File: config.mk
export PLATFORM = sky130hd
export DESIGN_NAME = silife_vga_row_fetch
export DESIGN_NICKNAME = d
export VERILOG_FILES = /design/src/rtl/silife_vga_row_fetch_pkg.sv /design/src/rtl/silife_vga_row_fetch.sv
export SDC_FILE = /design/constraint.sdc
export NUM_CORES = 1
export LEC_CHECK = 0
export ABC_AREA = 1
export CAP_MARGIN = 20
export CORE_MARGIN = 5
export CORE_UTILIZATION = 57
export DETAILED_ROUTE_END_ITERATION = 10
export PLACE_DENSITY = 0.9
export RECOVER_POWER = 25
export SYNTH_ARGS = -nofsm -noshare
export SYNTH_HDL_FRONTEND = slang
export SYNTH_SLANG_ARGS = --single-unit
File: constraint.sdc
create_clock -name clk -period 6.3 [get_ports clk]
set_input_delay 1.575 -clock clk [delete_from_list [all_inputs] [get_ports clk]]
set_output_delay 1.575 -clock clk [all_outputs]
set_load 0.02 [all_outputs]
File: src/rtl/silife_vga_row_fetch_pkg.sv
// Shared definitions for the VGA row feeder: FSM encodings, grid defaults
// and the wrapping next-row helper.
package silife_vga_row_fetch_pkg;

    localparam int DEF_WIDTH  = 32;
    localparam int DEF_HEIGHT = 32;

    typedef enum logic {
        ST_IDLE = 1'b0,
        ST_REQ  = 1'b1
    } fetch_state_t;

    // Row after 'row'; the last row of the grid wraps back to row 0.
    function automatic int silife_next_row(input int row, input int height);
        return (row >= height - 1) ? 0 : row + 1;
    endfunction

endpackage

File: src/rtl/silife_vga_row_fetch.sv
// Presents the currently scanned row's cells to the VGA stage, fetching rows
// over a req/ack port and prefetching the next row so scan-out never stalls.
module silife_vga_row_fetch
    import silife_vga_row_fetch_pkg::*;
#(
    parameter int WIDTH    = DEF_WIDTH,
    parameter int HEIGHT   = DEF_HEIGHT,
    parameter int ROW_BITS = $clog2(HEIGHT)
) (
    input  logic                clk,
    input  logic                reset_n,
    input  logic                i_enable,
    input  logic [ROW_BITS-1:0] i_row_select,
    output logic [WIDTH-1:0]    o_cells,
    output logic                o_mem_req,
    output logic [ROW_BITS-1:0] o_mem_row,
    input  logic                i_mem_ack,
    input  logic [WIDTH-1:0]    i_mem_data,
    output logic                o_underrun,
    input  logic                i_clr_underrun
);

    fetch_state_t        r_state;
    fetch_state_t        w_state_d;
    logic [ROW_BITS-1:0] r_req_row;
    logic [ROW_BITS-1:0] w_req_row_d;

    logic [ROW_BITS-1:0] r_cur_row;
    logic                r_cur_valid;
    logic [WIDTH-1:0]    r_disp;
    logic [WIDTH-1:0]    r_pf;
    logic [ROW_BITS-1:0] r_pf_row;
    logic                r_pf_valid;
    logic                r_underrun;
    logic                r_en_q;

    logic [WIDTH-1:0]    w_disp_d;
    logic                w_cur_valid_d;
    logic [WIDTH-1:0]    w_pf_d;
    logic [ROW_BITS-1:0] w_pf_row_d;
    logic                w_pf_valid_d;
    logic                w_underrun_set;

    logic                w_ack;
    logic                w_en_rise;
    logic                w_chg;
    logic [ROW_BITS-1:0] w_new_row;
    logic [ROW_BITS-1:0] w_new_next;
    logic [ROW_BITS-1:0] w_cur_next;
    logic                w_in_range;
    logic                w_cur_in_range;
    logic                w_pf_hit;
    logic                w_ack_cur;
    logic                w_ack_nxt;
    logic                w_demand;
    logic                w_pf_need;

    // A rising enable counts as a row change so the row is demand-fetched.
    assign w_ack          = i_mem_ack && (r_state == ST_REQ);
    assign w_en_rise      = i_enable && !r_en_q;
    assign w_chg          = i_enable && ((i_row_select != r_cur_row) || w_en_rise);
    assign w_new_row      = i_enable ? i_row_select : r_cur_row;
    assign w_new_next     = ROW_BITS'(silife_next_row(int'(w_new_row), HEIGHT));
    assign w_cur_next     = ROW_BITS'(silife_next_row(int'(r_cur_row), HEIGHT));
    assign w_in_range     = (int'(w_new_row) < HEIGHT);
    assign w_cur_in_range = (int'(r_cur_row) < HEIGHT);
    assign w_pf_hit       = r_pf_valid && (r_pf_row == w_new_row);

    // Returned data is routed against the row as it stands after this edge.
    assign w_ack_cur = w_ack && w_in_range && (r_req_row == w_new_row);
    assign w_ack_nxt = w_ack && w_in_range && (r_req_row == w_new_next);

    assign w_demand  = i_enable && r_en_q && !w_chg && w_cur_in_range && !r_cur_valid;
    assign w_pf_need = i_enable && !w_chg && r_cur_valid && !r_pf_valid;

    always_ff @(posedge clk or negedge reset_n) begin
        if (!reset_n) begin
            r_state   <= ST_IDLE;
            r_req_row <= '0;
        end else begin
            r_state   <= w_state_d;
            r_req_row <= w_req_row_d;
        end
    end

    // A raised request is held until acked; demand beats prefetch.
    always_comb begin
        w_state_d   = r_state;
        w_req_row_d = r_req_row;
        case (r_state)
            ST_IDLE: begin
                if (w_demand) begin
                    w_state_d   = ST_REQ;
                    w_req_row_d = r_cur_row;
                end else if (w_pf_need) begin
                    w_state_d   = ST_REQ;
                    w_req_row_d = w_cur_next;
                end
            end
            ST_REQ: begin
                if (w_ack) begin
                    w_state_d = ST_IDLE;
                end
            end
            default: w_state_d = ST_IDLE;
        endcase
    end

    always_comb begin
        o_mem_req = (r_state == ST_REQ);
        o_mem_row = r_req_row;
    end

    always_comb begin
        w_disp_d       = r_disp;
        w_cur_valid_d  = r_cur_valid;
        w_pf_d         = r_pf;
        w_pf_row_d     = r_pf_row;
        w_pf_valid_d   = r_pf_valid;
        w_underrun_set = 1'b0;
        if (!i_enable) begin
            w_disp_d      = '0;
            w_cur_valid_d = 1'b0;
            w_pf_valid_d  = 1'b0;
        end else begin
            if (w_chg) begin
                if (!w_in_range) begin
                    w_disp_d      = '0;
                    w_cur_valid_d = 1'b0;
                end else if (w_pf_hit) begin
                    w_disp_d      = r_pf;
                    w_cur_valid_d = 1'b1;
                end else if (w_ack_cur) begin
                    w_disp_d      = i_mem_data;
                    w_cur_valid_d = 1'b1;
                end else begin
                    w_disp_d       = '0;
                    w_cur_valid_d  = 1'b0;
                    w_underrun_set = !w_en_rise;
                end
            end else if (w_ack_cur) begin
                w_disp_d      = i_mem_data;
                w_cur_valid_d = 1'b1;
            end

            if (w_ack_nxt) begin
                w_pf_d       = i_mem_data;
                w_pf_row_d   = r_req_row;
                w_pf_valid_d = 1'b1;
            end else if (w_chg) begin
                w_pf_valid_d = 1'b0;
            end
        end
    end

    always_ff @(posedge clk or negedge reset_n) begin
        if (!reset_n) begin
            r_cur_row   <= '0;
            r_cur_valid <= 1'b0;
            r_disp      <= '0;
            r_pf        <= '0;
            r_pf_row    <= '0;
            r_pf_valid  <= 1'b0;
            r_underrun  <= 1'b0;
            r_en_q      <= 1'b0;
        end else begin
            r_cur_row   <= w_new_row;
            r_cur_valid <= w_cur_valid_d;
            r_disp      <= w_disp_d;
            r_pf        <= w_pf_d;
            r_pf_row    <= w_pf_row_d;
            r_pf_valid  <= w_pf_valid_d;
            r_en_q      <= i_enable;
            if (w_underrun_set) begin
                r_underrun <= 1'b1;
            end else if (i_clr_underrun) begin
                r_underrun <= 1'b0;
            end
        end
    end

    assign o_cells    = r_disp;
    assign o_underrun = r_underrun;

endmodule
**Word level (Yosys, flattened, before mapping)**

Index checks and enable logic that the tools add are counted.

- Add/subtract/negate cells: 2
- $lt $le $gt $ge: 2
- Eq/ne operators: 6
- Mux-type cells: 28
- Bitwise operators: 1
- Reductions and logical operators: 22

Operators with widths:

| operator | number |
|---|---|
| two-way mux 32 bit | 5 |
| two-way mux 5 bit | 5 |
| two-way mux 1 bit | 17 |
| == test 5 bit | 3 |
| logical AND 1 bit | 12 |
| adder 5 x 1 -> 5 bit (second input constant) | 2 |
| >= comparator 5 bit (second input constant) | 2 |
| inequality test 3 x 1 -> 1 bit (second input constant) | 2 |
| zero test 1 bit | 5 |
| inequality test 5 bit | 1 |
| AND reduction 2 bit | 2 |
| nonzero test 2 bit | 2 |
| one-hot mux 1 bit (2 select lines) | 1 |
| logical OR 1 bit | 1 |
| inverter 1 bit | 1 |

- Register bits: 84
- Bits of input ports: 42
- Output and inout port bits: 39
- Logic and storage cells: 71

**Longest topological paths before layout**

- Depth in word-level cells: 11
- Mapped depth: 18
- Gate-level depth less buffers: 15

**Least setup slack after synthesis**

Ideal clock, no wire load.

- Path kind: input port to flip-flop
- From: in i_enable
- To: reg r_pf[12]
- Setup time: 0.116 ns
- Arrival: 3.275 ns
- Required time: 6.184 ns
- Slack: 2.909 ns
- Stages on the path: 17
- Buffers on the path: 3
- Cell sequence: buf_6 -> nand2_1 -> nand2_2 -> ha_1 -> nand2_1 -> nor2_1 -> ha_1 -> inv_1 -> nand3_1 -> nand2_1 -> nand2_1 -> nor2_1 -> nand2_1 -> buf_4 -> buf_6 -> nand2_1 -> nand2_1

- Longest elaborated chain between the ends: 6
- Elaborated cells between the ends (all ways): 7
- Those cells by class: add/sub (1); order compare (1); eq/ne (1); mux (2); reduce/logical (2)

RTL lines:

| element | line | source |
|---|---|---|
| from (decl) | silife_vga_row_fetch.sv:12 | `input logic i_enable,` |
| two-way mux 5 bit (*) | silife_vga_row_fetch.sv:62 | `assign w_new_row = i_enable ? i_row_select : r_cur_row;` |
| net w_new_row[0] | silife_vga_row_fetch.sv:47 | `logic [ROW_BITS-1:0] w_new_row;` |
| adder 5 x 1 -> 5 bit or >= comparator 5 bit (tied branches) | silife_vga_row_fetch_pkg.sv:15 | `return (row >= height - 1) ? 0 : row + 1;` |
| two-way mux 5 bit (*) | silife_vga_row_fetch_pkg.sv:15 |  |
| == test 5 bit (*) | silife_vga_row_fetch.sv:71 | `assign w_ack_nxt = w_ack && w_in_range && (r_req_row == w_new_next);` |
| logical AND 1 bit (*) | silife_vga_row_fetch.sv:71 |  |
| AND reduction 2 bit (no line) (*) | - |  |
| to (signal assigned) | silife_vga_row_fetch.sv:170 | `r_pf <= w_pf_d;` |
| to (decl) | silife_vga_row_fetch.sv:31 | `logic [WIDTH-1:0] r_pf;` |

Mark *: on every way through the listed nets, which the timed path passes. The rest lies on a longest branch.
A chain may end at the register's enable or synchronous reset.

**Worst setup path in the final report**

- From: in i_enable
- To: reg r_pf[30]

The elaborated chain is that of the path after synthesis.

==> impl_results.md <==
- Worst rel slew slack: about 32%
- Total negative setup slack: 0 ns
- Number of flops mapped to enable cells by yosys: 0
- Layout cells sized above 1: 5.908%
- Worst Hold Path Cells: 2
- Reg2Reg Setup Slack: about 3.5 ns
- CP arrival: 4.59 ns
- Post-CTS Hold Buffers: 0
- Post-cts resize count: 0
- # fillers: 602
- DR DRC count: 0
- RSZ-0062 raised after global routing: no
- Core area: 0.007607 mm^2
- Placer Congestion: 0.8816
- Antenna Violating Nets Remaining: 0
- PortBufs: 80
- Final Core Density: 71.73%
- First-pass GRT wire length: 19,220 um
- Fin crit share: 68.93%
- Vias post-DR: 4,196
- Outcome: finished clean
- Worst Tran Pin Value: 1.012 ns
- Synth Instances: between 600 and 700
- HP Start: r_pf[6]$_DFFE_PN0P_
- H-tree levels: 3
- Antenna diodes: 0
- Global route overflow: 0
- Latest clock arrival within the worst-skew pair: between 0.3 and 0.4 ns
- Clk buf depth: 2
- Router iterations before antenna repair: 5
- Max FO, Critical Path: 25
- Worst path most repeated cell: nand2_1
- Detailed Place HPWL: 7567 um
- Worst Path Required: 6.55 ns
- CTS Sinks: between 80 and 90
- Hold Crit Class: reg -> reg
- Initial antenna violation count: 0
- Ys flop type: dfrtp_1
- Buf/Inv on CP: 4
- Number of global-route vias before repair: 4,079
- FF+latch count, synth: 84
- Hold path endpoint: r_pf[6]$_DFFE_PN0P_
- Fmax: 230.3 MHz
- Master of the slowest instance on the critical path: clkdlybuf4s50_1
- Power per cell area: 256.8 mW/mm^2
- Share of the synthesized area in the top cell type: 47.90%
- Post-Place Cell Area: 0.005185 mm^2
- TritonCTS clock tree: yes
- CP max stage delay: between 0.7 and 0.8 ns
- Commonest non-fill, non-tap cell in the layout: nand2_1
- Skew final: 0.01441 ns
- Max-capacitance violation count: 0
- Max-slew violations: 0
- Sequential area share after synthesis: 47.90%
- Gr usage total: 24.31%
- Final Instance Area: roughly 0.0055 mm^2
- Routed WL: 11,110 um
- Most frequent cells in the layout: nand2_1 (324), dfrtp_1 (84), clkdlybuf4s50_1 (79)
- Die Span Y: a little under 100 um
- Setup-failing EPs final: 0
- Setup Crit Path Kind: in -> reg
- Top post-synthesis cells by area: dfrtp_1 (48%), nand2_1 (28%), nand3_1 (8.0%), inv_1 (2.4%), buf_4 (2.2%)
- Mapped Area: 0.004388 mm^2
- Final-report hold violation count: 0
- Worst reg2reg endpoint: r_pf[30]$_DFFE_PN0P_
- Setup bufs post-CTS: 0
- Worst Setup End Kind: flop
- Worst vdd ir: 0.1706 mV
- Delay-heaviest family, CP: buffers and inverters
- Area growth syn-to-layout: 24.35%
- Net Count, Synth: between 600 and 700
- Root Buffer: clkbuf_8
- Worst-path clk slew: 0.09 ns
- Final Worst Setup Slack: roughly 2.0 ns
- CP Launch Type: primary input
- Hold Slack: 0.4760 ns
- Routed len/inst: 14.26 um
- CTS buffer count: 9
- Reg2Reg Depth: 15
- Warning count from the yosys run: 0
- Yosys cell types: 29
- Tmin final: 4.343 ns
- Avg Inst Size Synth: 7.289 um^2
- FF-to-FF Start: r_cur_row[0]$_DFF_PN0_
- DR iter-0 viols: 346
- Largest net degree at the start of global routing: 85
- Starting Density: 57.68%
- Dpl ws: 1.701 ns
- Leakage: 2.961 nW
- Biggest area consumer among synthesized cells: dfrtp_1
- Total die area: 0.009553 mm^2
- Ys async rst share: 100.0%
- Via density: 5.386
- # nets final: 718
- Crit-path cells: clkdlybuf4s50_1 > inv_8 > nand2_2 > nand2_2 > ha_1 > nand2_1 > nor2_1 > ha_1 > inv_1 > nand3_1 > nand2_1 > nand2_1 > nor2_2 > nand2_1 > buf_16 > nand2_1 > nand2_1
- Num rows: 32
- IO Pins: 81
- Die width: between 90 and 100 um
==> synthesized netlist by cell type (4+ instances only) <==
cell type	instances
buf_2	7
buf_4	13
dfrtp_1	84
ha_1	4
inv_1	28
nand2_1	324
nand2_2	9
nand3_1	70
nand4_1	4
nor2_1	18
o21ai_0	7
==> state kept, by name (all words and copies together) (netlist names) <==
register and count:
o_mem_row 5, r_cur_row 5, o_mem_req 1, o_cells 32, r_pf 32, r_en_q 1
r_cur_valid 1, r_pf_valid 1, r_pf_row 5, o_underrun 1
==> cell families (layout without fill, tap and decap cells) <==
family / Yosys count / in the layout / share of synthesized area [%]
XOR/XNOR: 5 / 5 / 0.9982
buffers and inverters: 59 / 134 / 7.043
flip-flops: 84 / 84 / 47.90
AND/OR/NAND/NOR: 436 / 436 / 41.03
adder cells (fa/ha/maj): 4 / 4 / 1.141
AO/OA/AOI/OAI: 14 / 14 / 1.882
==> metrics by stage <==
step	power (W)	std cells
final	0.001401	779
after global placement	0.0009258	761
after detailed placement	0.0009369	762
after CTS	0.001404	778
after floorplan	0.0008125	602
after global routing	0.001465	779
==> power breakdown <==
group | internal (W) | total [W] | leakage (nW) | switching [W]
Clock | 0.000276 | 0.000467 | 0.120 | 0.000191
Combinational | 0.000118 | 0.000291 | 1.70 | 0.000174
Sequential | 0.000590 | 0.000643 | 1.14 | 0.0000529
==> tightest hold or removal path: cells and delay by family, from the launching register on <==
kind	cells	cell delay (ns)
AND/OR/NAND/NOR	2	0.10
flip-flops	1	0.35
==> worst max-delay path by stage <==
stage | start | endpoint | slack [ns] | cells after the start
after global placement | i_enable | r_pf[27]$_DFFE_PN0P_ | 1.58 | 16
final | i_enable | r_pf[30]$_DFFE_PN0P_ | 1.96 | 17
after detailed placement | i_enable | r_pf[19]$_DFFE_PN0P_ | 1.70 | 17
after CTS | i_enable | r_pf[19]$_DFFE_PN0P_ | 2.01 | 17
after floorplan | i_enable | r_pf[12]$_DFFE_PN0P_ | 2.91 | 17
after global routing | i_enable | r_pf[27]$_DFFE_PN0P_ | 1.71 | 17
==> per-layer routing <==
metal  GRT usage [%]  vias to the layer above  share of wire (%)
met5               0                        -                  0
met4           12.57                        0                3.3
met3           3.786                       38                7.4
met2           39.48                      209                 49
met1           31.64                     1933                 40
li1                -                     2016                  -
==> layout make-up <==
cell class	instances	area (um^2)	share of cell area, %
sequential	84	2102	38.52
multi-input combinational	459	1979	36.28
timing repair buffer	84	864.6	15.84
clock buffer	11	141.4	2.591
inverter	34	135.1	2.477
tap	102	127.6	2.339
clock inverter	5	106.4	1.949
(Power assumes the default switching activity.)
